File: src/rtl/awg_pkg.sv
// Shared definitions for the AWG sweep controller: state encoding, default
// widths and the minimum legal amplitude divisor.
package awg_pkg;

    localparam int FW_DEF  = 12;
    localparam int DW_DEF  = 16;
    localparam int AW_DEF  = 3;
    localparam int AMP_MIN = 1;

    localparam logic [1:0] ST_IDLE   = 2'd0;
    localparam logic [1:0] ST_RUN_UP = 2'd1;
    localparam logic [1:0] ST_RUN_DN = 2'd2;
    localparam logic [1:0] ST_DONE   = 2'd3;

    typedef enum logic [1:0] {
        S_IDLE   = ST_IDLE,
        S_RUN_UP = ST_RUN_UP,
        S_RUN_DN = ST_RUN_DN,
        S_DONE   = ST_DONE
    } state_e;

endpackage

File: src/rtl/awg_dwell_timer.sv
// Loadable down-counter that times how long each sweep step is held.
// expire is high while the count sits at zero.
module awg_dwell_timer #(
    parameter int DW = 16
) (
    input  logic          clk,
    input  logic          rst_n,
    input  logic          load,
    input  logic          dec,
    input  logic [DW-1:0] load_val,
    output logic          expire
);

    logic [DW-1:0] count_q;
    logic [DW-1:0] count_d;

    // Next count: load wins, otherwise count down and stop at zero.
    always_comb begin
        count_d = count_q;
        if (load) begin
            count_d = load_val;
        end else if (dec && (count_q != {DW{1'b0}})) begin
            count_d = count_q - {{(DW-1){1'b0}}, 1'b1};
        end else begin
            count_d = count_q;
        end
    end

    // Count register.
    always_ff @(posedge clk or negedge rst_n) begin
        if (!rst_n) begin
            count_q <= {DW{1'b0}};
        end else begin
            count_q <= count_d;
        end
    end

    assign expire = (count_q == {DW{1'b0}});

endmodule

File: src/rtl/awg_sweep_ctrl.sv
// Frequency-sweep scheduler feeding one AWG generator. Steps the tuning word
// from f_start to f_stop (inclusive) by f_step, holding each value dwell+1
// clocks. Optional macro SWEEP_BIDIR_EN adds a downward leg after the upward one.
module awg_sweep_ctrl
    import awg_pkg::*;
#(
    parameter int FW = FW_DEF,
    parameter int DW = DW_DEF,
    parameter int AW = AW_DEF
) (
    input  logic          clk,
    input  logic          rst_n,
    input  logic          cfg_valid,
    output logic          cfg_ready,
    input  logic [FW-1:0] cfg_f_start,
    input  logic [FW-1:0] cfg_f_stop,
    input  logic [FW-1:0] cfg_f_step,
    input  logic [DW-1:0] cfg_dwell,
    input  logic [AW-1:0] cfg_amp,
    input  logic          cfg_loop,
    input  logic          start,
    input  logic          abort,
    output logic          gen_en,
    output logic [FW-1:0] gen_freq,
    output logic [AW-1:0] gen_amp,
    output logic          busy,
    output logic          step_tick,
    output logic          done
);

    state_e        state_q, state_d;
    logic [FW-1:0] f_start_q, f_start_d;
    logic [FW-1:0] f_stop_q, f_stop_d;
    logic [FW-1:0] f_step_q, f_step_d;
    logic [DW-1:0] dwell_q, dwell_d;
    logic [AW-1:0] amp_q, amp_d;
    logic          loop_q, loop_d;
    logic          gen_en_q, gen_en_d;
    logic [FW-1:0] gen_freq_q, gen_freq_d;
    logic [AW-1:0] gen_amp_q, gen_amp_d;
    logic          busy_q, busy_d;
    logic          step_tick_q, step_tick_d;
    logic          done_q, done_d;
    logic          cfg_ready_q, cfg_ready_d;

    logic          tmr_load_s;
    logic          tmr_dec_s;
    logic          tmr_expire_s;
    logic          end_sweep_s;
    logic [FW:0]   nxt_up_s;
`ifdef SWEEP_BIDIR_EN
    logic signed [FW:0] nxt_dn_s;
`endif

    awg_dwell_timer #(.DW(DW)) u_dwell_timer (
        .clk      (clk),
        .rst_n    (rst_n),
        .load     (tmr_load_s),
        .dec      (tmr_dec_s),
        .load_val (dwell_d),
        .expire   (tmr_expire_s)
    );

    // Config capture, sweep FSM and frequency stepping; abort overrides last.
    always_comb begin
        state_d     = state_q;
        f_start_d   = f_start_q;
        f_stop_d    = f_stop_q;
        f_step_d    = f_step_q;
        dwell_d     = dwell_q;
        amp_d       = amp_q;
        loop_d      = loop_q;
        gen_en_d    = gen_en_q;
        gen_freq_d  = gen_freq_q;
        gen_amp_d   = gen_amp_q;
        step_tick_d = 1'b0;
        done_d      = 1'b0;
        tmr_load_s  = 1'b0;
        tmr_dec_s   = 1'b0;
        end_sweep_s = 1'b0;
        // Carry-out lands in the top bit, so overflow always compares as past stop.
        nxt_up_s    = {1'b0, gen_freq_q} + {1'b0, f_step_q};
`ifdef SWEEP_BIDIR_EN
        nxt_dn_s    = $signed({1'b0, gen_freq_q}) - $signed({1'b0, f_step_q});
`endif

        // Config is only taken in IDLE; a zero divisor would stall the generator.
        if (cfg_valid && (state_q == S_IDLE)) begin
            f_start_d = cfg_f_start;
            f_stop_d  = cfg_f_stop;
            f_step_d  = cfg_f_step;
            dwell_d   = cfg_dwell;
            amp_d     = (cfg_amp == {AW{1'b0}}) ? AW'(AMP_MIN) : cfg_amp;
            loop_d    = cfg_loop;
        end else begin
            f_start_d = f_start_q;
        end

        case (state_q)
            S_IDLE: begin
                if (start) begin
                    state_d    = S_RUN_UP;
                    gen_en_d   = 1'b1;
                    gen_freq_d = f_start_d;
                    gen_amp_d  = amp_d;
                    tmr_load_s = 1'b1;
                end else begin
                    state_d = S_IDLE;
                end
            end
            S_RUN_UP: begin
                if (!tmr_expire_s) begin
                    tmr_dec_s = 1'b1;
                end else if (nxt_up_s > {1'b0, f_stop_q}) begin
`ifdef SWEEP_BIDIR_EN
                    state_d    = S_RUN_DN;
                    tmr_load_s = 1'b1;
`else
                    end_sweep_s = 1'b1;
`endif
                end else begin
                    gen_freq_d  = nxt_up_s[FW-1:0];
                    step_tick_d = 1'b1;
                    tmr_load_s  = 1'b1;
                end
            end
`ifdef SWEEP_BIDIR_EN
            S_RUN_DN: begin
                if (!tmr_expire_s) begin
                    tmr_dec_s = 1'b1;
                end else if (nxt_dn_s < $signed({1'b0, f_start_q})) begin
                    end_sweep_s = 1'b1;
                end else begin
                    gen_freq_d  = nxt_dn_s[FW-1:0];
                    step_tick_d = 1'b1;
                    tmr_load_s  = 1'b1;
                end
            end
`endif
            S_DONE: begin
                state_d = S_IDLE;
            end
            default: begin
                state_d    = S_IDLE;
                gen_en_d   = 1'b0;
                gen_freq_d = {FW{1'b0}};
            end
        endcase

        // Shared end-of-sweep handling: restart when looping, else finish.
        if (end_sweep_s) begin
            if (loop_q) begin
                state_d    = S_RUN_UP;
                gen_freq_d = f_start_q;
                tmr_load_s = 1'b1;
            end else begin
                state_d    = S_DONE;
                gen_en_d   = 1'b0;
                gen_freq_d = {FW{1'b0}};
                done_d     = 1'b1;
            end
        end else begin
            done_d = done_d;
        end

        // Abort beats everything, including a start in the same cycle.
        if (abort) begin
            state_d     = S_IDLE;
            gen_en_d    = 1'b0;
            gen_freq_d  = {FW{1'b0}};
            step_tick_d = 1'b0;
            done_d      = 1'b0;
            tmr_load_s  = 1'b0;
            tmr_dec_s   = 1'b0;
        end else begin
            state_d = state_d;
        end

        busy_d      = (state_d != S_IDLE);
        cfg_ready_d = (state_d == S_IDLE);
    end

    // State, latched configuration and registered outputs.
    always_ff @(posedge clk or negedge rst_n) begin
        if (!rst_n) begin
            state_q     <= S_IDLE;
            f_start_q   <= {FW{1'b0}};
            f_stop_q    <= {FW{1'b0}};
            f_step_q    <= {{(FW-1){1'b0}}, 1'b1};
            dwell_q     <= {DW{1'b0}};
            amp_q       <= AW'(AMP_MIN);
            loop_q      <= 1'b0;
            gen_en_q    <= 1'b0;
            gen_freq_q  <= {FW{1'b0}};
            gen_amp_q   <= AW'(AMP_MIN);
            busy_q      <= 1'b0;
            step_tick_q <= 1'b0;
            done_q      <= 1'b0;
            cfg_ready_q <= 1'b1;
        end else begin
            state_q     <= state_d;
            f_start_q   <= f_start_d;
            f_stop_q    <= f_stop_d;
            f_step_q    <= f_step_d;
            dwell_q     <= dwell_d;
            amp_q       <= amp_d;
            loop_q      <= loop_d;
            gen_en_q    <= gen_en_d;
            gen_freq_q  <= gen_freq_d;
            gen_amp_q   <= gen_amp_d;
            busy_q      <= busy_d;
            step_tick_q <= step_tick_d;
            done_q      <= done_d;
            cfg_ready_q <= cfg_ready_d;
        end
    end

    assign cfg_ready = cfg_ready_q;
    assign gen_en    = gen_en_q;
    assign gen_freq  = gen_freq_q;
    assign gen_amp   = gen_amp_q;
    assign busy      = busy_q;
    assign step_tick = step_tick_q;
    assign done      = done_q;

endmodule

File: config.mk
export PLATFORM = sky130hd
export DESIGN_NAME = awg_sweep_ctrl
export DESIGN_NICKNAME = d
export VERILOG_FILES = /design/src/rtl/awg_pkg.sv /design/src/rtl/awg_dwell_timer.sv /design/src/rtl/awg_sweep_ctrl.sv
export SDC_FILE = /design/constraint.sdc
export NUM_CORES = 1
export LEC_CHECK = 0
export CORE_UTILIZATION = 45
export DETAILED_ROUTE_END_ITERATION = 10
export PLACE_DENSITY = 0.66
export REMOVE_ABC_BUFFERS = 1
export SLEW_MARGIN = 20
export SYNTH_ARGS = -nofsm -noshare
export SYNTH_HDL_FRONTEND = slang
export SYNTH_SLANG_ARGS = --single-unit
File: constraint.sdc
create_clock -name clk -period 5.05 [get_ports clk]
set_input_delay 1.01 -clock clk [delete_from_list [all_inputs] [get_ports clk]]
set_output_delay 1.01 -clock clk [all_outputs]
set_load 0.005 [all_outputs]
==> results of run 1 <==
==> where the power goes <==
part,internal [mW],leakage [nW],switching (mW)
sequential,0.904,1.13,0.113
combinational,0.368,1.54,0.346
clock,0.392,0.141,0.267
total,1.66,2.81,0.726
==> worst max-delay path by stage <==
| stage | from | endpoint | slack, ps | cells after the start |
|---|---|---|---|---|
| 4_1_cts | f_step_q[0]$_DFFE_PN1P_ | u_dwell_timer.count_q[9]$_DFFE_PN0P_ | 630 | 16 |
| 2_1_floorplan | cfg_valid | gen_freq[8]$_DFFE_PN0P_ | 530 | 5 |
| 5_1_grt | f_step_q[0]$_DFFE_PN1P_ | u_dwell_timer.count_q[9]$_DFFE_PN0P_ | 350 | 16 |
| 6_report | f_step_q[0]$_DFFE_PN1P_ | u_dwell_timer.count_q[9]$_DFFE_PN0P_ | 610 | 16 |
| 3_3_place_gp | f_step_q[0]$_DFFE_PN1P_ | u_dwell_timer.count_q[10]$_DFFE_PN0P_ | 780 | 16 |
| 3_5_place_dp | f_step_q[0]$_DFFE_PN1P_ | u_dwell_timer.count_q[8]$_DFFE_PN0P_ | 660 | 16 |
==> layout make-up <==
type	count	share of cell area, %
clock buffers	11	3.86
clock inverters	4	0.755
inverters	30	1.87
multi-input cells	324	40.1
flip-flops and latches	94	37.4
well taps	140	2.78
repair buffers	84	13.2
==> synthesized netlist by cell type (2+ instances only) <==
cell	instances	share of area [%]
a211oi_1	2	0.29
a21o_1	6	0.88
a21oi_1	13	1.3
a31oi_1	5	0.61
and2_1	2	0.25
and4_1	2	0.34
buf_2	6	0.59
buf_6	4	0.88
clkbuf_1	4	0.29
dfrtp_1	90	44
dfstp_2	4	2.1
ha_1	26	6.4
inv_1	29	2.1
mux2_2	47	10
mux2_4	5	1.5
mux2i_1	16	3.1
nand2_1	38	2.8
nand2b_1	4	0.49
nand3_1	21	2.1
nand4_1	4	0.49
nor2_1	28	2.1
nor3_1	6	0.59
nor4_1	8	0.98
o211ai_1	2	0.29
o21ai_0	24	2.4
o21bai_1	2	0.29
or3_1	3	0.37
or3_2	2	0.29
or4_1	4	0.59
or4_4	2	0.44
xnor2_1	13	2.2
xor2_1	12	2.1
==> flip-flops by register name (all words and copies together), names as in the netlist, 2 cells and up <==
signal	count
gen_amp	3
u_dwell_timer.count_q	16
f_step_q	12
amp_q	3
dwell_q	16
f_stop_q	12
state_q	2
f_start_q	12
gen_freq	12
==> metrics by stage <==
| step | setup slack [ps] | utilization (%) | area [um^2] |
|---|---|---|---|
| global route | 351 | 57.6 | 6300 |
| detailed placement | 655 | 54.9 | 6010 |
| CTS | 629 | 57.6 | 6300 |
| floorplan | 527 | - | 5000 |
| finish | 610 | 57.6 | 6300 |
| global placement | 781 | 54.9 | 6010 |
==> routing by layer <==
layer  GRT usage (%)  wire length, um  vias up
met5               0                0        -
met4            5.41              114        0
met1            23.4             4610     1773
li1                -                -     1794
met3            5.79              620        6
met2            36.1             5590       86
==> kinds of logic (layout without fill, tap and decap cells) <==
| family | Yosys count | count (layout) | synth area share (%) |
|---|---|---|---|
| simple gates | 137 | 137 | 14.3 |
| xor+xnor | 25 | 25 | 4.30 |
| compound gates | 67 | 67 | 9.14 |
| fa+ha+maj | 27 | 27 | 6.78 |
| flops | 94 | 94 | 46.3 |
| buf+inv | 45 | 129 | 4.15 |
| mux | 68 | 68 | 15.0 |
==> critical path: cells and delay by family (launching register included) <==
family | cells | cell delay (ps)
AOI/OAI and AO/OA | 6 | 1480
adders and majority gates | 3 | 910
DFF | 1 | 530
and+or+nand+nor | 3 | 530
muxes | 1 | 380
buffers and inverters | 2 | 360
xor gates and xnor gates | 1 | 130
==> summary.txt, run 1 <==
Layout
  • Post-route insts no fill: 687
  • Area growth, synth to finish: 23.7%
  • Storage element area: 2360 um^2
  • Commonest non-fill, non-tap cell in the layout: dfrtp_1
  • Filler cell count: 993
  • Nets: 631
  • Commonest non-fill, non-tap cells in the layout: dfrtp_1, clkdlybuf4s50_1, mux2_2
  • Area occupied by multi-input gates: 2530 um^2
  • Antenna diode count: 0
  • Layout cells sized above 1: 16.8%

Floorplanning
  • Die area: 11700 um^2
  • Initial Utilization: 46.5%
  • IO Pins: 81
  • Die X: 108 um
  • Std cell rows: 38
  • Core ar.: 10900 um^2
  • Die Ht: 108 um

Drt
  • WL/cell: 15.9 um
  • DRC Markers: 0
  • DR vias/cell: 5.33
  • DR iter-0 viols: 139
  • Via count: 3659
  • First-pass detailed-route iteration total: 7
  • Final WL: 10.9 mm
  • Post-DRT Antenna Nets: 0

Global routing
  • Largest net degree at the start of global routing: 59
  • First-pass GRT wire length: 17.8 mm
  • Initial antenna violation count: 0
  • GRT overflow: 0
  • Total GRT Usage: 20.1%
  • Vias in the first global route: 3744

Clock tree
  • CTS tree: done
  • Clock tree buffer depth: 2
  • Skew-Pair Late Insertion Delay: 340 ps
  • Clock transition at path regs: 60 ps
  • Post-cts sizing count: 0
  • Total clock buffers created by CTS: 9
  • H-Tree Depth: 3
  • Clk root buf: clkbuf_16
  • CTS Hold Bufs: 0
  • Post-CTS Setup Repair Bufs: 0
  • Clock sink count: 94

Worst setup path
  • Critical path cell sequence: ha_1 -> inv_1 -> fa_1 -> nand2b_1 -> a21oi_1 -> o41ai_4 -> o21ai_0 -> xnor2_1 -> ha_1 -> nand4_1 -> o211a_1 -> o22ai_1 -> nor2_1 -> o31ai_4 -> buf_4 -> mux2_2
  • Worst Setup Start Kind: flip-flop
  • CP max stage delay: 530 ps
  • Critical path class: reg -> reg
  • CP Max Fanout: 16
  • Reg2reg end: u_dwell_timer.count_q[9]$_DFFE_PN0P_
  • RR Startpoint: f_step_q[0]$_DFFE_PN1P_
  • Slowest cell on crit path: dfstp_2
  • Worst EP required: 5270 ps
  • Worst R2R Setup Slack: 610 ps
  • Crit path DAT: 4660 ps
  • Setup crit end kind: flip-flop
  • Worst path most repeated cell: ha_1
  • Reg2reg path depth: 16

Logic synthesis
  • Fraction of registers with async set or reset after synthesis: 100%
  • Gate count of the mapped netlist: 463
  • Syn Area/Cell: 11.0 um^2
  • Register area share after synthesis: 46.3%
  • Cell Area, Synth: 5090 um^2
  • EDFF count, synth: 0
  • Synth Flop Type: dfrtp_1
  • Post-synth cell types: 61
  • Yosys reg bits: 94
  • Synth warnings: 0

Pwr
  • Worst vdd ir: 288 uV
  • Total power: 2.39 mW
  • PwrDens: 380 nW/um^2
  • Leakage: 2.81 nW

Placed design
  • Placed Cells: 672
  • GPL Wtd Cong: 0.834
  • HPWL Detailed: 8.03 mm
  • Port buffer count: 80

Timing
  • Final Cycle Share: 87.9%
  • Unrepaired setup endpoints after global routing: no
  • Fmax: 225 MHz
  • Final Hold Viols: 0
  • Setup_tns: 0 ps
  • Final setup vio count: 0
  • Worst Max-Slew Pin Slew: 889 ps
  • Relative slew slack: 40.5%
  • Crit path time final: 4440 ps
  • Worst hold margin: 481 ps
  • Clk_skew: 6.69 ps
  • Slew Limit Fails: 0

Status
  • Outcome: finished, final reports clean

Min path
  • Hold Path Class: reg -> reg
  • Worst Hold Launch: dwell_q[6]$_DFF_PN0_
  • Min-Delay Endpoint: dwell_q[6]$_DFF_PN0_
  • Hold Path Cell Cnt: 2

Run
  • Maxcap violations: 0
(Power assumes the default switching activity.)
==> run 2: changes to the inputs <==
--- a/config.mk
+++ b/config.mk
@@ -5,10 +5,11 @@
 export SDC_FILE = /design/constraint.sdc
 export NUM_CORES = 1
 export LEC_CHECK = 0
-export CORE_UTILIZATION = 45
+export CORE_UTILIZATION = 25
 export DETAILED_ROUTE_END_ITERATION = 10
-export PLACE_DENSITY = 0.66
+export PLACE_DENSITY = 0.4
 export REMOVE_ABC_BUFFERS = 1
+export SETUP_SLACK_MARGIN = 0.2
 export SLEW_MARGIN = 20
 export SYNTH_ARGS = -nofsm -noshare
 export SYNTH_HDL_FRONTEND = slang
==> run 2 against run 1 <==
Power is 2.2% higher; hold slack better by 6.6 ps; sequential power is essentially flat; wire length up 19%; register-to-register slack worse by 30 ps; cell area rose by 2.7%; clock power is 6.2% higher; via count rose by 0.85%; setup slack lost 27 ps; die area is 78% higher; clock-buffer cell count is 2 lower; maximum frequency down 0.61%; largest power group unchanged; highest routed layer unchanged.
==> summary.txt, run 2 (synthesized netlist as in run 1, its figures left out) <==
Min path
  • Worst Hold Launch: dwell_q[2]$_DFF_PN0_
  • Hold Path Class: reg -> reg

Placed design
  • GPL Wtd Cong: 0.784
  • Port buffer count: 80
  • HPWL Detailed: 9.51 mm
  • Placed inst area: 6170 um^2

Drt
  • Final WL: 13.0 mm
  • WL/cell: 16.0 um
  • Via count: 3690
  • Post-DRT Antenna Nets: 0
  • First-pass detailed-route iteration total: 4
  • DR vias/cell: 4.53
  • DR iter-0 viols: 100
  • DRC Markers: 0

Pwr
  • Worst vdd ir: 163 uV
  • Internal Power: 1.66 mW
  • Comb power frac: 29.7%
  • Switch Pwr: 0.784 mW
  • Total power: 2.44 mW
  • Leakage: 2.82 nW
  • Sequential Power Share: 41.6%
  • Switching part of the total: 32.1%
  • PwrDens: 378 nW/um^2
  • Clock power frac: 28.7%

Worst setup path
  • RR Startpoint: f_step_q[0]$_DFFE_PN1P_
  • Crit path DAT: 4710 ps
  • Crit path depth: 16
  • Crit path from: f_step_q[0]$_DFFE_PN1P_
  • Worst path bufs/invs: 2
  • Worst R2R Setup Slack: 580 ps
  • Critical path's top delay family: compound AO/OA/AOI/OAI gates
  • Slowest cell on crit path: dfstp_2
  • Critical path cell sequence: ha_1 -> inv_1 -> fa_1 -> nand2b_1 -> a21oi_1 -> o41ai_4 -> o21ai_0 -> xnor2_1 -> ha_1 -> nand4_1 -> o211a_1 -> o22ai_1 -> nor2_1 -> o31ai_4 -> buf_4 -> mux2_2
  • Setup crit end kind: flip-flop
  • Worst path most repeated cell: ha_1
  • Critical path class: reg -> reg
  • Reg2reg path depth: 16
  • CP endpoint: u_dwell_timer.count_q[9]$_DFFE_PN0P_
  • CP Max Fanout: 16
  • CP max stage delay: 530 ps
  • Worst Setup Start Kind: flip-flop
  • Worst EP required: 5290 ps
  • Reg2reg end: u_dwell_timer.count_q[9]$_DFFE_PN0P_

Floorplanning
  • Die Ht: 145 um
  • Core ar.: 19700 um^2
  • IO Pins: 81
  • Die X: 145 um
  • Die area: 20900 um^2
  • Initial Utilization: 25.8%
  • Std cell rows: 51

Layout
  • Commonest non-fill, non-tap cell in the layout: dfrtp_1
  • Antenna diode count: 0
  • Commonest non-fill, non-tap cells in the layout: dfrtp_1, clkdlybuf4s50_1, mux2_2
  • Largest regs: dwell_q (16), u_dwell_timer.count_q (16)
  • Post-Layout Inst Area: 6470 um^2
  • Layout cells sized above 1: 17.3%
  • Nets: 632
  • Area growth, synth to finish: 27.1%
  • Filler cell count: 1999
  • Final core occ: 32.8%

Clock tree
  • Clock transition at path regs: 70 ps
  • Clock tree buffer depth: 2
  • H-Tree Depth: 3
  • Post-cts sizing count: 0
  • Clk root buf: clkbuf_16
  • CTS Hold Bufs: 0
  • Total clock buffers created by CTS: 9
  • Skew-Pair Late Insertion Delay: 360 ps
  • Clock sink count: 94
  • Post-CTS Setup Repair Bufs: 0
  • CTS tree: done

Global routing
  • Total GRT Usage: 13.6%
  • First-pass GRT wire length: 21.1 mm
  • GRT overflow: 0
  • Largest net degree at the start of global routing: 67
  • Vias in the first global route: 3960
  • Initial antenna violation count: 0

Timing
  • Crit path time final: 4470 ps
  • Clk_skew: 8.92 ps
  • Worst hold margin: 487 ps
  • Fmax: 224 MHz
  • Final setup vio count: 0
  • Final Cycle Share: 88.5%
  • Setup_tns: 0 ps
  • Worst Max-Slew Pin Slew: 880 ps
  • Slew Limit Fails: 0
  • Unrepaired setup endpoints after global routing: no
  • Relative slew slack: 41.3%
  • Final Hold Viols: 0

Run
  • Maxcap violations: 0

Status
  • Outcome: finished, final reports clean
[run 2: cell count changes in the layout (fill, tap and decap cells not counted)]
cell / previous run / this run
clkbuf_1: 1 / 0
buf_4: 5 / 6
clkbuf_8: 1 / 0
clkinvlp_4: 1 / 2
inv_6: 0 / 2
[run 2: worst min path at each step]
stage                                    endpoint  cells after the start
after CTS                    dwell_q[2]$_DFF_PN0_                      2
after global routing           amp_q[2]$_DFF_PN0_                      1
after floorplan              dwell_q[2]$_DFF_PN0_                      2
final                        dwell_q[2]$_DFF_PN0_                      2
after detailed placement     dwell_q[2]$_DFF_PN0_                      2
after global placement    gen_freq[5]$_DFFE_PN0P_                      2
[run 2: power by group through the flow]
| stage | Clock, mW | Combinational, mW | Sequential (mW) |
|---|---|---|---|
| finish | 0.701 | 0.726 | 1.02 |
| global route | 0.764 | 0.818 | 1.04 |
| CTS | 0.732 | 0.740 | 1.02 |
| detailed placement | 0 | 0.734 | 1.03 |
| global placement | 0 | 0.723 | 1.03 |
| floorplan | 0 | 0.503 | 1.00 |
[run 2: per-layer routing]
layer	global-route usage (%)	vias to the layer above	share of wire, %
li1	-	1794	-
met1	17.1	1809	47
met2	22.4	70	47
met3	3.78	17	4.8
met4	4.32	0	1.8
met5	0	-	0
[run 2: layout make-up]
type | instances | area (um^2) | share of cell area (%)
Clock inverter | 7 | 72.6 | 1.12
Inverter | 30 | 118 | 1.82
Sequential cell | 94 | 2360 | 36.4
Timing Repair Buffer | 85 | 836 | 12.9
Multi-Input combinational cell | 324 | 2530 | 39.1
Tap cell | 265 | 332 | 5.13
Clock buffer | 9 | 225 | 3.48
[run 2: per-stage QoR]
| stage | std cells | setup slack, ps |
|---|---|---|
| 2_1_floorplan | 448 | 527 |
| 3_3_place_gp | 798 | 654 |
| 3_5_place_dp | 798 | 571 |
| 4_1_cts | 814 | 530 |
| 5_1_grt | 814 | 309 |
| 6_report | 814 | 583 |
[run 2: worst reg2reg max path, stage by stage (launching register included)]
cell      delay [ps]
dfstp_2          530
ha_1             180
inv_1             60
fa_1             380
nand2b_1         180
a21oi_1          320
o41ai_4          160
o21ai_0          210
xnor2_1          140
ha_1             340
nand4_1          140
o211a_1          250
o22ai_1          320
nor2_1           190
o31ai_4          240
buf_4            310
mux2_2           380
==> run 3: changes to the inputs <==
--- a/config.mk
+++ b/config.mk
@@ -7,6 +7,7 @@
 export LEC_CHECK = 0
 export CORE_UTILIZATION = 25
 export DETAILED_ROUTE_END_ITERATION = 10
+export HOLD_SLACK_MARGIN = 0.05
 export PLACE_DENSITY = 0.4
 export REMOVE_ABC_BUFFERS = 1
 export SETUP_SLACK_MARGIN = 0.2
==> results of run 3 <==
Final layout, timing and power as in run 2 (identical DEF).
